[config.mk]
export PLATFORM = sky130hd
export DESIGN_NAME = fetch_ctrl_flat
export DESIGN_NICKNAME = d
export VERILOG_FILES = /design/src/rtl/fetch_ctrl_if.sv /design/src/rtl/fetch_ctrl.sv /design/src/flat_wrapper.sv
export SDC_FILE = /design/constraint.sdc
export NUM_CORES = 1
export LEC_CHECK = 0
export ABC_AREA = 1
export CAP_MARGIN = 20
export CORE_ASPECT_RATIO = 2
export CORE_MARGIN = 1
export CORE_UTILIZATION = 36
export CTS_CLUSTER_DIAMETER = 120
export DETAILED_ROUTE_END_ITERATION = 8
export SLEW_MARGIN = 30
export SYNTH_ARGS = -nofsm -noshare
export SYNTH_HDL_FRONTEND = slang
export SYNTH_SLANG_ARGS = --single-unit
[constraint.sdc]
create_clock -name clk -period 3 [get_ports clk]
set_input_delay 0.3 -clock clk [delete_from_list [all_inputs] [get_ports clk]]
set_output_delay 0.3 -clock clk [all_outputs]
set_load 0.02 [all_outputs]
[src/rtl/fetch_ctrl_if.sv]
// Instruction-memory request/acknowledge bus between the fetch controller
// (master) and the instruction memory (slave).
interface fetch_ctrl_if #(
  parameter int ADDR_W = 32,
  parameter int INST_W = 32
);
  logic              imem_req;
  logic [ADDR_W-1:0] imem_addr;
  logic              imem_ack;
  logic [INST_W-1:0] imem_rdata;

  modport master (
    output imem_req,
    output imem_addr,
    input  imem_ack,
    input  imem_rdata
  );

  modport slave (
    input  imem_req,
    input  imem_addr,
    output imem_ack,
    output imem_rdata
  );
endinterface

[src/rtl/fetch_ctrl.sv]
// Instruction-fetch controller: PC sequencing, branch/flush redirect, imem handshake,
// stall-tolerant hold buffer and pipeline stall vector. Optional: FETCH_TIMEOUT_EN.
module fetch_ctrl #(
  parameter int                 ADDR_W   = 32,
  parameter logic [ADDR_W-1:0]  RESET_PC = '0,
  parameter int                 INST_W   = 32,
  parameter int                 TMO_W    = 4
) (
  input  logic              clk,
  input  logic              rst,
  input  logic              stall_req_id,
  input  logic              stall_req_ex,
  input  logic              branch_flag,
  input  logic [ADDR_W-1:0] branch_target,
  input  logic              flush,
  input  logic [ADDR_W-1:0] new_pc,
  fetch_ctrl_if.master      imem,
  output logic [ADDR_W-1:0] pc,
  output logic [INST_W-1:0] inst,
  output logic              inst_valid,
  output logic [5:0]        stall
`ifdef FETCH_TIMEOUT_EN
  ,
  output logic              fetch_err
`endif
);

  typedef enum logic [1:0] {
    IDLE,
    REQ,
    HOLD,
    DRAIN
  } state_t;

  localparam logic [ADDR_W-1:0] PC_STEP = ADDR_W'(4);

  if (TMO_W < 1) begin : g_tmo_w_check
    $error("fetch_ctrl: TMO_W must be at least 1");
  end

  state_t            state;
  logic [ADDR_W-1:0] fetch_pc;
  logic [ADDR_W-1:0] redirect_pc;
  logic [INST_W-1:0] hold_buf;
  logic [ADDR_W-1:0] target;
  logic              redirect;
  logic              stall_if;
  logic              ack;
  logic              tmo_abort;

  // NOTE: every always_comb output gets a default first so no path leaves it unassigned (no latch).
  always_comb begin
    stall = 6'b000000;
    if (flush)             stall = 6'b000000;
    else if (stall_req_ex) stall = 6'b001111;
    else if (stall_req_id) stall = 6'b000111;
  end

  assign stall_if = stall[1];
  // A branch resolved while decode itself is stalled is not yet committed.
  assign redirect = flush | (branch_flag & ~stall[2]);

  always_comb begin
    target       = flush ? new_pc : branch_target;
    target[1:0]  = 2'b00;
  end

  assign imem.imem_req  = ((state == REQ) || (state == DRAIN)) && !tmo_abort;
  assign imem.imem_addr = fetch_pc;
  // An ack with no request outstanding (late ack after reset, spurious ack) is ignored.
  assign ack            = imem.imem_ack && imem.imem_req;

  // NOTE: sequential state uses non-blocking assignments only, so every flop sees pre-edge values.
  always_ff @(posedge clk) begin
    if (rst) begin
      state       <= IDLE;
      fetch_pc    <= RESET_PC;
      redirect_pc <= RESET_PC;
      pc          <= RESET_PC;
      inst        <= '0;
      inst_valid  <= 1'b0;
    end else begin
      unique case (state)
        IDLE: begin
          state <= REQ;
          if (redirect) fetch_pc <= target;
        end

        REQ: begin
          if (redirect) begin
            inst_valid <= 1'b0;
            if (ack || !imem.imem_req) begin
              fetch_pc <= target;
            end else begin
              redirect_pc <= target;
              state       <= DRAIN;
            end
          end else if (ack) begin
            if (stall_if) begin
              state <= HOLD;
            end else begin
              pc         <= fetch_pc;
              inst       <= imem.imem_rdata;
              inst_valid <= 1'b1;
              fetch_pc   <= fetch_pc + PC_STEP;
            end
          end else if (!stall_if) begin
            inst_valid <= 1'b0;
          end
        end

        HOLD: begin
          if (redirect) begin
            fetch_pc   <= target;
            inst_valid <= 1'b0;
            state      <= REQ;
          end else if (!stall_if) begin
            pc         <= fetch_pc;
            inst       <= hold_buf;
            inst_valid <= 1'b1;
            fetch_pc   <= fetch_pc + PC_STEP;
            state      <= REQ;
          end
        end

        DRAIN: begin
          // The stale request must complete before the new address can be issued.
          if (ack || tmo_abort) begin
            fetch_pc <= redirect ? target : redirect_pc;
            state    <= REQ;
          end else if (redirect) begin
            redirect_pc <= target;
          end
        end

        default: state <= IDLE;
      endcase
    end
  end

  // NOTE: hold_buf is pure datapath, always written before it is read, so it carries no reset.
  always_ff @(posedge clk) begin
    if ((state == REQ) && ack && !redirect && stall_if) hold_buf <= imem.imem_rdata;
  end

`ifdef FETCH_TIMEOUT_EN
  logic [TMO_W-1:0] tmo_cnt;

  // The cycle the counter sits at all-ones is the abort cycle: request dropped, error flagged.
  assign tmo_abort = (tmo_cnt == '1);
  assign fetch_err = tmo_abort;

  always_ff @(posedge clk) begin
    if (rst) begin
      tmo_cnt <= '0;
    end else if (tmo_abort || ack || redirect || !imem.imem_req) begin
      tmo_cnt <= '0;
    end else begin
      tmo_cnt <= tmo_cnt + 1'b1;
    end
  end
`else
  assign tmo_abort = 1'b0;
`endif

endmodule

[src/flat_wrapper.sv]
// flat-port wrapper written by rule: the top's interface ports become plain ports
module fetch_ctrl_flat 
#(
  parameter int                 ADDR_W   = 32,
  parameter logic [ADDR_W-1:0]  RESET_PC = '0,
  parameter int                 INST_W   = 32,
  parameter int                 TMO_W    = 4
)
  (clk, rst, stall_req_id, stall_req_ex, branch_flag, branch_target, flush, new_pc, pc, inst, inst_valid, stall, imem_imem_req, imem_imem_addr, imem_imem_ack, imem_imem_rdata);
  fetch_ctrl_if #(.ADDR_W(ADDR_W), .INST_W(INST_W)) imem_i ();
  input  logic clk;
  input  logic rst;
  input  logic stall_req_id;
  input  logic stall_req_ex;
  input  logic branch_flag;
  input  logic [ADDR_W-1:0] branch_target;
  input  logic flush;
  input  logic [ADDR_W-1:0] new_pc;
  output logic [ADDR_W-1:0] pc;
  output logic [INST_W-1:0] inst;
  output logic inst_valid;
  output logic [5:0] stall;
  output wire logic [$bits(imem_i.imem_req)-1:0] imem_imem_req;
  output wire logic [$bits(imem_i.imem_addr)-1:0] imem_imem_addr;
  input wire logic [$bits(imem_i.imem_ack)-1:0] imem_imem_ack;
  input wire logic [$bits(imem_i.imem_rdata)-1:0] imem_imem_rdata;
  assign imem_imem_req = imem_i.imem_req;
  assign imem_imem_addr = imem_i.imem_addr;
  assign imem_i.imem_ack = imem_imem_ack;
  assign imem_i.imem_rdata = imem_imem_rdata;
  fetch_ctrl #(.ADDR_W(ADDR_W), .RESET_PC(RESET_PC), .INST_W(INST_W), .TMO_W(TMO_W)) u_core (.clk(clk), .rst(rst), .stall_req_id(stall_req_id), .stall_req_ex(stall_req_ex), .branch_flag(branch_flag), .branch_target(branch_target), .flush(flush), .new_pc(new_pc), .imem(imem_i), .pc(pc), .inst(inst), .inst_valid(inst_valid), .stall(stall));
endmodule
# After elaboration in Yosys (flattened, before gate mapping)
# Index checks and enable logic that the tools add are counted.
[classes]
add_sub_neg = 1
n_eq_ne = 19
muxes = 42
n_bitwise = 3
n_reduce_logical = 17
[op_table]
columns = ["operator", "count"]
rows = [
  ["2-to-1 mux 32 bit", 21],
  ["one-hot mux 32 bit (2 select lines)", 3],
  ["one-hot mux 32 bit (4 select lines)", 1],
  ["adder 32 x 3 -> 32 bit, second input constant", 1],
  ["2-to-1 mux 2 bit", 7],
  ["inequality test 2 bit, second input constant", 6],
  ["AND reduction 4 bit", 3],
  ["2-to-1 mux 4 bit", 2],
  ["inequality test 2 x 1 -> 1 bit, second input constant", 4],
  ["one-hot mux 2 bit (4 select lines)", 1],
  ["inequality test 3 x 2 -> 1 bit, second input constant", 2],
  ["inequality test 3 bit, second input constant", 2],
  ["AND reduction 6 bit", 1],
  ["2-to-1 mux 1 bit", 5],
  ["AND reduction 5 bit", 1],
  ["== test 2 bit, second input constant", 2],
  ["logical AND 1 bit", 4],
  ["inequality test 4 x 2 -> 1 bit, second input constant", 1],
  ["nonzero test 2 bit", 2],
  ["2-to-1 mux 3 bit", 1],
  ["inequality test 3 x 1 -> 1 bit, second input constant", 1],
  ["== test 2 x 1 -> 1 bit, second input constant", 1],
  ["zero test 1 bit", 2],
  ["zero test 2 bit", 1],
  ["6 further kinds", 7],
]
[totals]
ff_bits = 163
inputBits = 103
output_inout_bits = 104
elab_cells = 89

# Depth between registers and ports, before layout
# Gate-level depths: netlist of the first run.
[logic_depth]
word_depth = 9
depth_mapped = 13
ltp_nobuf = 13

# Worst setup path before layout of the first run
# No wires, ideal clock.
[synth_timing]
path_type = "input port to flip-flop"
startpoint = "input port flush"
endpoint = "register u_core.hold_buf[0] (enable)"
setup_time_ns = 0.421
arrival_ns = 2.243
required_ns = 2.579
path_slack_ns = 0.336
stages = 4
path_buffers = 1
path_cell_list = "buf_2 -> nor2_4 -> inv_2 -> nor2_1"
[synth_between]
elab_chain_cells = 7
[synth_lines]
columns = ["item", "line_no", "rtl"]
rows = [
  ["start: declaration", "flat_wrapper.sv:17", "input logic flush;"],
  ["2-to-1 mux 4 bit", "fetch_ctrl.sv:54", "if (flush) stall = 6'b000000;"],
  ["NOT 1 bit", "fetch_ctrl.sv:61", "assign redirect = flush | (branch_flag & ~stall[2]);"],
  ["bitwise AND 1 bit", "fetch_ctrl.sv:61", ""],
  ["bitwise OR 1 bit", "fetch_ctrl.sv:61", ""],
  ["zero test 1 bit", "fetch_ctrl.sv:143", "if ((state == REQ) && ack && !redirect && stall_if) hold_buf <= imem.imem_rdata;"],
  ["logical AND 1 bit", "fetch_ctrl.sv:143", ""],
  ["logical AND 1 bit *", "fetch_ctrl.sv:143", ""],
  ["end signal: assignment", "fetch_ctrl.sv:143", ""],
  ["end: declaration", "fetch_ctrl.sv:44", "logic [INST_W-1:0] hold_buf;"],
]
# Every way passes the cells marked *; elsewhere a longest branch is shown, timed or not.
# A chain may end at the register's enable or synchronous reset.

# Worst setup path after layout of the first run
[layout_timing]
startpoint = "register u_core.state[1]"
endpoint = "output port imem_imem_req"
[layout_between]
elab_chain_cells = 2
word_cells_on_any_way = 3
classes_between = "eq/ne: 2; reduce/logical: 1"
[layout_lines]
columns = ["item", "line_no", "rtl"]
rows = [
  ["start: declaration", "fetch_ctrl.sv:41", "state_t state;"],
  ["start signal: assignment", "fetch_ctrl.sv:76", "state <= IDLE;"],
  ["start signal: assignment", "fetch_ctrl.sv:85", "state <= REQ;"],
  ["start signal: assignment", "fetch_ctrl.sv:96", "state <= DRAIN;"],
  ["== test 2 x 1 -> 1 bit / == test 2 bit (equally long branches)", "fetch_ctrl.sv:68", "assign imem.imem_req = ((state == REQ) || (state == DRAIN)) && !tmo_abort;"],
  ["logical OR 1 bit *", "fetch_ctrl.sv:68", ""],
  ["end: declaration", "flat_wrapper.sv:23", "output wire logic [$bits(imem_i.imem_req)-1:0] imem_imem_req;"],
]
# Marks and branches as above.

==> results of run 1 <==
## power by group
group	switching [W]	internal, W
logic	0.00144	0.000984
clock network	0.000940	0.00144
registers	0.000312	0.00253
total	0.00269	0.00496
## registers in the layout (all words and copies together) (netlist names)
name,flops
u_core.hold_buf,32
u_core.inst,32
u_core.inst_valid,1
u_core.pc,32
u_core.redirect_pc,32
u_core.imem.imem_addr,32
u_core.state,2
## layout make-up
class	count	area [um^2]	area share, %
clock buffers	20	457	3.91
multi-input cells	952	4370	37.5
inverters	126	473	4.05
well taps	287	359	3.08
flip-flops and latches	163	3580	30.7
repair buffers	226	2250	19.3
clock inverters	12	180	1.54
## layout by cell type (no fill, tap or decap), drive strengths merged
cell type,Yosys,routed
buf,47,26
clkdlybuf4s50,0,200
nand3,51,51
edfxtp,32,32
ha,6,6
xnor2,1,1
o211ai,6,6
nand4,1,1
o21bai,13,13
nor2,60,60
conb,1,2
o2111ai,2,2
o22ai,1,1
a31oi,16,16
o21ai,116,116
dfxtp,131,131
nand2,483,483
nor3,1,1
or2,1,1
clkinvlp,0,4
xor2,3,3
bufinv,0,4
clkbuf,36,20
a21oi,188,188
a211oi,1,1
inv,125,126
clkinv,1,4
## final timing paths
kind,start,endpoint,depth (start not counted)
setup / recovery,u_core.state[1]$_SDFFE_PP0P_,imem_imem_req,5
hold / removal,imem_imem_rdata[25],u_core.hold_buf[25]$_DFFE_PP_,1
setup reg to reg,u_core.state[0]$_SDFFE_PP0P_,u_core.imem.imem_addr[21]$_SDFFE_PP0P_,8
hold reg to reg,u_core.inst[0]$_SDFFE_PP0P_,u_core.inst[0]$_SDFFE_PP0P_,2
## cells by family after synthesis
| kind of cell | share of synthesized area, % |
|---|---|
| DFF | 40.5 |
| AOI/OAI and AO/OA | 21.0 |
| and+or+nand+nor | 26.9 |
| adders and majority gates | 0.849 |
| xor gates and xnor gates | 0.396 |
| buffers and inverters | 10.3 |
| other | 0.0424 |
## cells in the mapped netlist, drive strengths merged, types with 13 or more instances
cell	instances
clkbuf	36
buf	47
edfxtp	32
o21bai	13
o21ai	116
nand2	483
dfxtp	131
a31oi	16
a21oi	188
inv	125
nand3	51
nor2	60
## per-stage QoR
| stage | std cells | hold WS [ns] | instance area, um^2 |
|---|---|---|---|
| after global placement | 1754 | 0.431 | 11000 |
| final | 1786 | 0.434 | 11700 |
| after floorplan | 1324 | 0.399 | 8850 |
| after detailed placement | 1754 | 0.434 | 11000 |
| after CTS | 1786 | 0.410 | 11700 |
| after global routing | 1786 | 0.418 | 11700 |
## metal layers
| layer | wire length [um] | GRT usage (%) | part of all wire, % | vias to the layer above |
|---|---|---|---|---|
| met1 | 11000 | 24.7 | 37 | 4145 |
| met2 | 16000 | 44.6 | 54 | 269 |
| li1 | - | - | - | 4602 |
| met3 | 1110 | 3.60 | 3.7 | 63 |
| met4 | 1590 | 15.9 | 5.4 | 0 |
| met5 | 0 | 0 | 0 | - |
==> metrics, run 1 <==
detailed router's first-iteration violation count=665; layout cells sized above 1=5.87%; clock buffer depth=2; Slew Limit Fails=0; number of vias in the routed layout=about 9100; Final setup violation count=0; Slew @ Worst Pin=0.906 ns; number of flops mapped to enable cells by yosys=32; Final Cycle Share=80.9%; DRC Markers=0; distinct cell type count after synthesis=36; DIE AREA=0.0252 mm^2; IO Port Bufs=200; hold_buf cts=0; flip-flop and latch count after synthesis=approximately 160; gp weighted congestion=between 0.8 and 0.9; Post-Route Setup TNS=0 ns; power after layout=~0.0076 W; Mapped Cells=roughly 1300; number of max-cap violations=0; CTS tree=built; First-pass DRT Iterations=7; Synth top area share=between 20% and 30%; CP Data Arrival Time=2.13 ns; Vias/cell=5.08; sequential-to-total area share from yosys stat=40.5%; skew final=0.00623 ns; Starting Density=36.8%; Power Dens Cells=655 mW/mm^2; Layout Nets=1595; area leader, netlist=dfxtp_1; crit path max fanout=7; # fillers=2468; CP Launch Type=flop; drt wl/cell=16.6 um; Final Hold Fails=0; RSZ-0062 raised after global routing=false; Crit-path slowest cell=clkdlybuf4s50_1; vias in the first global route=8584; CTS root buf=clkbuf_16; drt total wl=roughly 30 mm; most numerous cell on the critical path=inv_1; core area=0.0240 mm^2; antenna fix cells=0; Die Height=about 220 um; Slew HR=39.6%; CTS H-tree lvls=4; I/O Pins=slightly above 200; delay-heaviest family, CP=buffers and inverters; Syn-to-layout area delta=32.0%; Async S/R FF share, synth=0%; Rows=80; FMAX=0.412 GHz; Post-CTS Setup Repair Bufs=0; kind of critical path=flop to output port; fin crit period=2.43 ns; TritonCTS buffer count=17; # clock sinks=163; initial antenna violation count=0; largest net degree at the start of global routing=65; Die X=~110 um; later-pin clock latency in the skew report=around 0.45 ns; Syn Std Cell Area=0.00884 mm^2; Critical Path End Type=output port; maximum vdd ir drop=approximately 380 uV; Routed Antenna Nets=0; status=complete, no violations; global-route wire length before repair=around 46 mm; clk slew on worst S/H paths=around 0.070 ns; top cells by area, synth=dfxtp_1 (30%), nand2_1 (20%), edfxtp_1 (11%); grt ovf=0; critical path buffer and inverter count=3; post-route setup slack=0.572 ns; pre-CTS WS=0.458 ns; worst reg-to-reg setup slack=0.75 ns; yosys warns=0; Worst path max stage delay=0.64 ns; post-synthesis area per instance=6.68 um^2; Final Util=48.6%; Leakage Power=4.61 nW; cells along the critical path=inv_1 > ha_1 > nor2_2 > inv_1 > clkdlybuf4s50_1; worst path required time=around 2.7 ns; gr usage total=between 20% and 30%; Hold Path Class=input pin to flop; DP HPWL=21.4 mm; top_reg_cell synth=dfxtp_1; Resized cells post-CTS=0
No activity file was read; power rests on OpenSTA's default activity.
==> inputs of run 2 (changes only) <==
==> constraint.sdc (replaced) <==
create_clock -name clk -period 2.5 [get_ports clk]
set_input_delay 0.25 -clock clk [delete_from_list [all_inputs] [get_ports clk]]
set_output_delay 0.25 -clock clk [all_outputs]
set_load 0.02 [all_outputs]
==> run 2 against run 1 <==
  * Sequential cell count stayed put
  * Largest power group unchanged
  * Critical path type unchanged
  * Critical path depth unchanged
  * Register-to-register slack worse by 0.38 ns
  * Global-route usage grew 0.25 points
==> metrics, run 2 (synthesis gave the netlist of run 1 again) <==
number of max-cap violations=0 (unchanged); gr usage total=24.3% (+0.25 points); DP HPWL=21.6 mm (+0.92%); power after layout=0.00927 W (+21%); CP Launch Type=flop; footprint of the multi-input gates=0.00437 mm^2 (about the same); fin crit period=roughly 2.3 ns; hold path endpoint=u_core.hold_buf[4]$_DFFE_PP_; Min-Delay Path Depth=1 (unchanged); status=complete, no violations; CTS H-tree lvls=4 (unchanged); Final Non-Filler Cells=1804 (+1.0%); Final Cycle Share=91.0%; FF-to-FF path depth=11 (+3); Starting Density=36.8% (unchanged); Hold Path Class=input pin to flop; most frequent cells in the layout=nand2_1 (480), clkdlybuf4s50_1 (200), a21oi_1 (185); FF+latch area=0.00358 mm^2 (unchanged); hold_buf cts=0 (unchanged); FMAX=0.440 GHz; CTS root buf=clkbuf_16; layout cells sized above 1=7.12% (+1.2 points); Routed Antenna Nets=0 (unchanged); # clock sinks=163 (unchanged); Die Height=224 um (unchanged); number of vias in the routed layout=9134 (+0.61%); Syn-to-layout area delta=34.0%; worst path required time=2.25 ns (-0.45 ns); vias in the first global route=8712 (+1.5%); crit path max fanout=7 (unchanged); CTS tree=built; Slew Limit Fails=0 (unchanged); grt ovf=0 (unchanged); First-pass DRT Iterations=5 (-2); Critical Path End Type=output port; Leakage Power=4.71 nW (+2.3%); worst reg-to-reg setup slack=0.37 ns (-0.38 ns); DIE AREA=0.0252 mm^2 (unchanged); drt total wl=29.9 mm (+0.60%); I/O Pins=207 (unchanged); Slew HR=52.7% (+13 points); TritonCTS buffer count=17 (unchanged); RSZ-0062 raised after global routing=false; Final setup violation count=0 (unchanged); Final Hold Fails=0 (unchanged); clock buffer depth=2 (unchanged); antenna fix cells=0 (unchanged); Layout Nets=1613 (+1.1%); kind of critical path=flop to output port; initial antenna violation count=0 (unchanged); final hold slack=0.380 ns (-0.0543 ns); # fillers=2461 (-0.28%); Vias/cell=5.06 (-0.40%); clk slew on worst S/H paths=0.07 ns (about the same); Slew @ Worst Pin=0.709 ns (-0.197 ns); Reg2Reg Launch Point=u_core.imem.imem_addr[4]$_SDFFE_PP0P_; detailed router's first-iteration violation count=524 (-21%); Post-Route Setup TNS=0 ns (unchanged); later-pin clock latency in the skew report=0.45 ns (about the same); Post-CTS Setup Repair Bufs=0 (unchanged); core area=0.0240 mm^2 (unchanged); Die X=113 um (unchanged); largest net degree at the start of global routing=68 (+4.6%); drt wl/cell=16.6 um (-0.40%); most common library cell in the layout ignoring fill and taps=nand2_1; skew final=0.00741 ns (+0.00118 ns); Rows=80 (unchanged); CP Data Arrival Time=2.02 ns (-0.11 ns); hold path startpoint=imem_imem_rdata[4]; DRC Markers=0 (unchanged); Power Dens Cells=782 mW/mm^2 (+19%); global-route wire length before repair=46.7 mm (+0.57%); gp weighted congestion=0.932 (+6.2%); Placed Instances=1772 (+1.0%); IO Port Bufs=200 (unchanged); maximum vdd ir drop=616 uV (+64%); r2r endpoint=u_core.imem.imem_addr[19]$_SDFFE_PP0P_
-- run 2: cell types whose count changed in the layout (fill, tap and decap cells not counted) --
| cell | change |
|---|---|
| clkinv_4 | +1 |
| inv_6 | +5 |
| buf_4 | +14 |
| clkbuf_1 | -1 |
| inv_8 | -1 |
| ha_2 | +1 |
| bufinv_16 | -1 |
| clkinv_2 | -1 |
| ha_1 | -1 |
| clkinvlp_4 | -2 |
| buf_12 | +4 |
-- run 2: through the flow --
step / area, um^2 / setup slack, ns / util (%)
after global routing: 11800 / 0.105 / 49.3
after CTS: 11800 / 0.0753 / 49.3
final: 11800 / 0.226 / 49.3
after floorplan: 8850 / 0.419 / -
after detailed placement: 11200 / 0.121 / 46.7
after global placement: 11200 / 0.145 / 46.7
-- run 2: layout make-up --
class	instances	area share, %
Multi-Input combinational cell	952	36.9
Sequential cell	163	30.2
Timing Repair Buffer	244	20.5
Inverter	126	3.99
Clock buffer	19	3.82
Tap cell	287	3.03
Clock inverter	13	1.45
-- run 2: repair_timing --
action,4_1_cts,5_1_grt
endpoints found under the setup margin,0,1
endpoints found under the hold margin,0,0
gates resized for setup,0,1
-- run 2: worst max path at each step --
stage	to	cells past startpoint	startpoint
floorplan	u_core.hold_buf[0]$_DFFE_PP_	4	flush
CTS	imem_imem_req	5	u_core.state[1]$_SDFFE_PP0P_
global placement	u_core.imem.imem_addr[15]$_SDFFE_PP0P_	12	flush
finish	imem_imem_req	5	u_core.state[1]$_SDFFE_PP0P_
global route	imem_imem_req	5	u_core.state[1]$_SDFFE_PP0P_
detailed placement	u_core.imem.imem_addr[15]$_SDFFE_PP0P_	12	flush
-- run 2: power by group --
group          total, W  internal [W]  switching (W)
clock           0.00282       0.00164        0.00118
sequential      0.00338       0.00304       0.000339
combinational   0.00307       0.00128        0.00179
-- run 2: worst max-delay path, cell delays in order, from the launching register on --
cell and delay, ns:
dfxtp_1 0.33, inv_1 0.13, ha_2 0.33, nor2_2 0.07, inv_1 0.09, clkdlybuf4s50_1 0.63
-- run 2: layer usage --
| metal | global-route usage, % | routed length, um | vias up |
|---|---|---|---|
| met2 | 45.7 | 16100 | 264 |
| met3 | 3.98 | 1090 | 62 |
| met5 | 0 | 0 | - |
| met4 | 15.2 | 1640 | 0 |
| li1 | - | - | 4634 |
| met1 | 24.5 | 11000 | 4174 |
==> inputs of run 3 (changes only) <==
--- a/config.mk
+++ b/config.mk
@@ -11,6 +11,7 @@
 export CORE_MARGIN = 1
 export CORE_UTILIZATION = 36
 export CTS_CLUSTER_DIAMETER = 120
+export CTS_CLUSTER_SIZE = 40
 export DETAILED_ROUTE_END_ITERATION = 8
 export SLEW_MARGIN = 30
 export SYNTH_ARGS = -nofsm -noshare
==> results of run 3 <==
Final layout, timing and power as in run 2 (identical DEF).
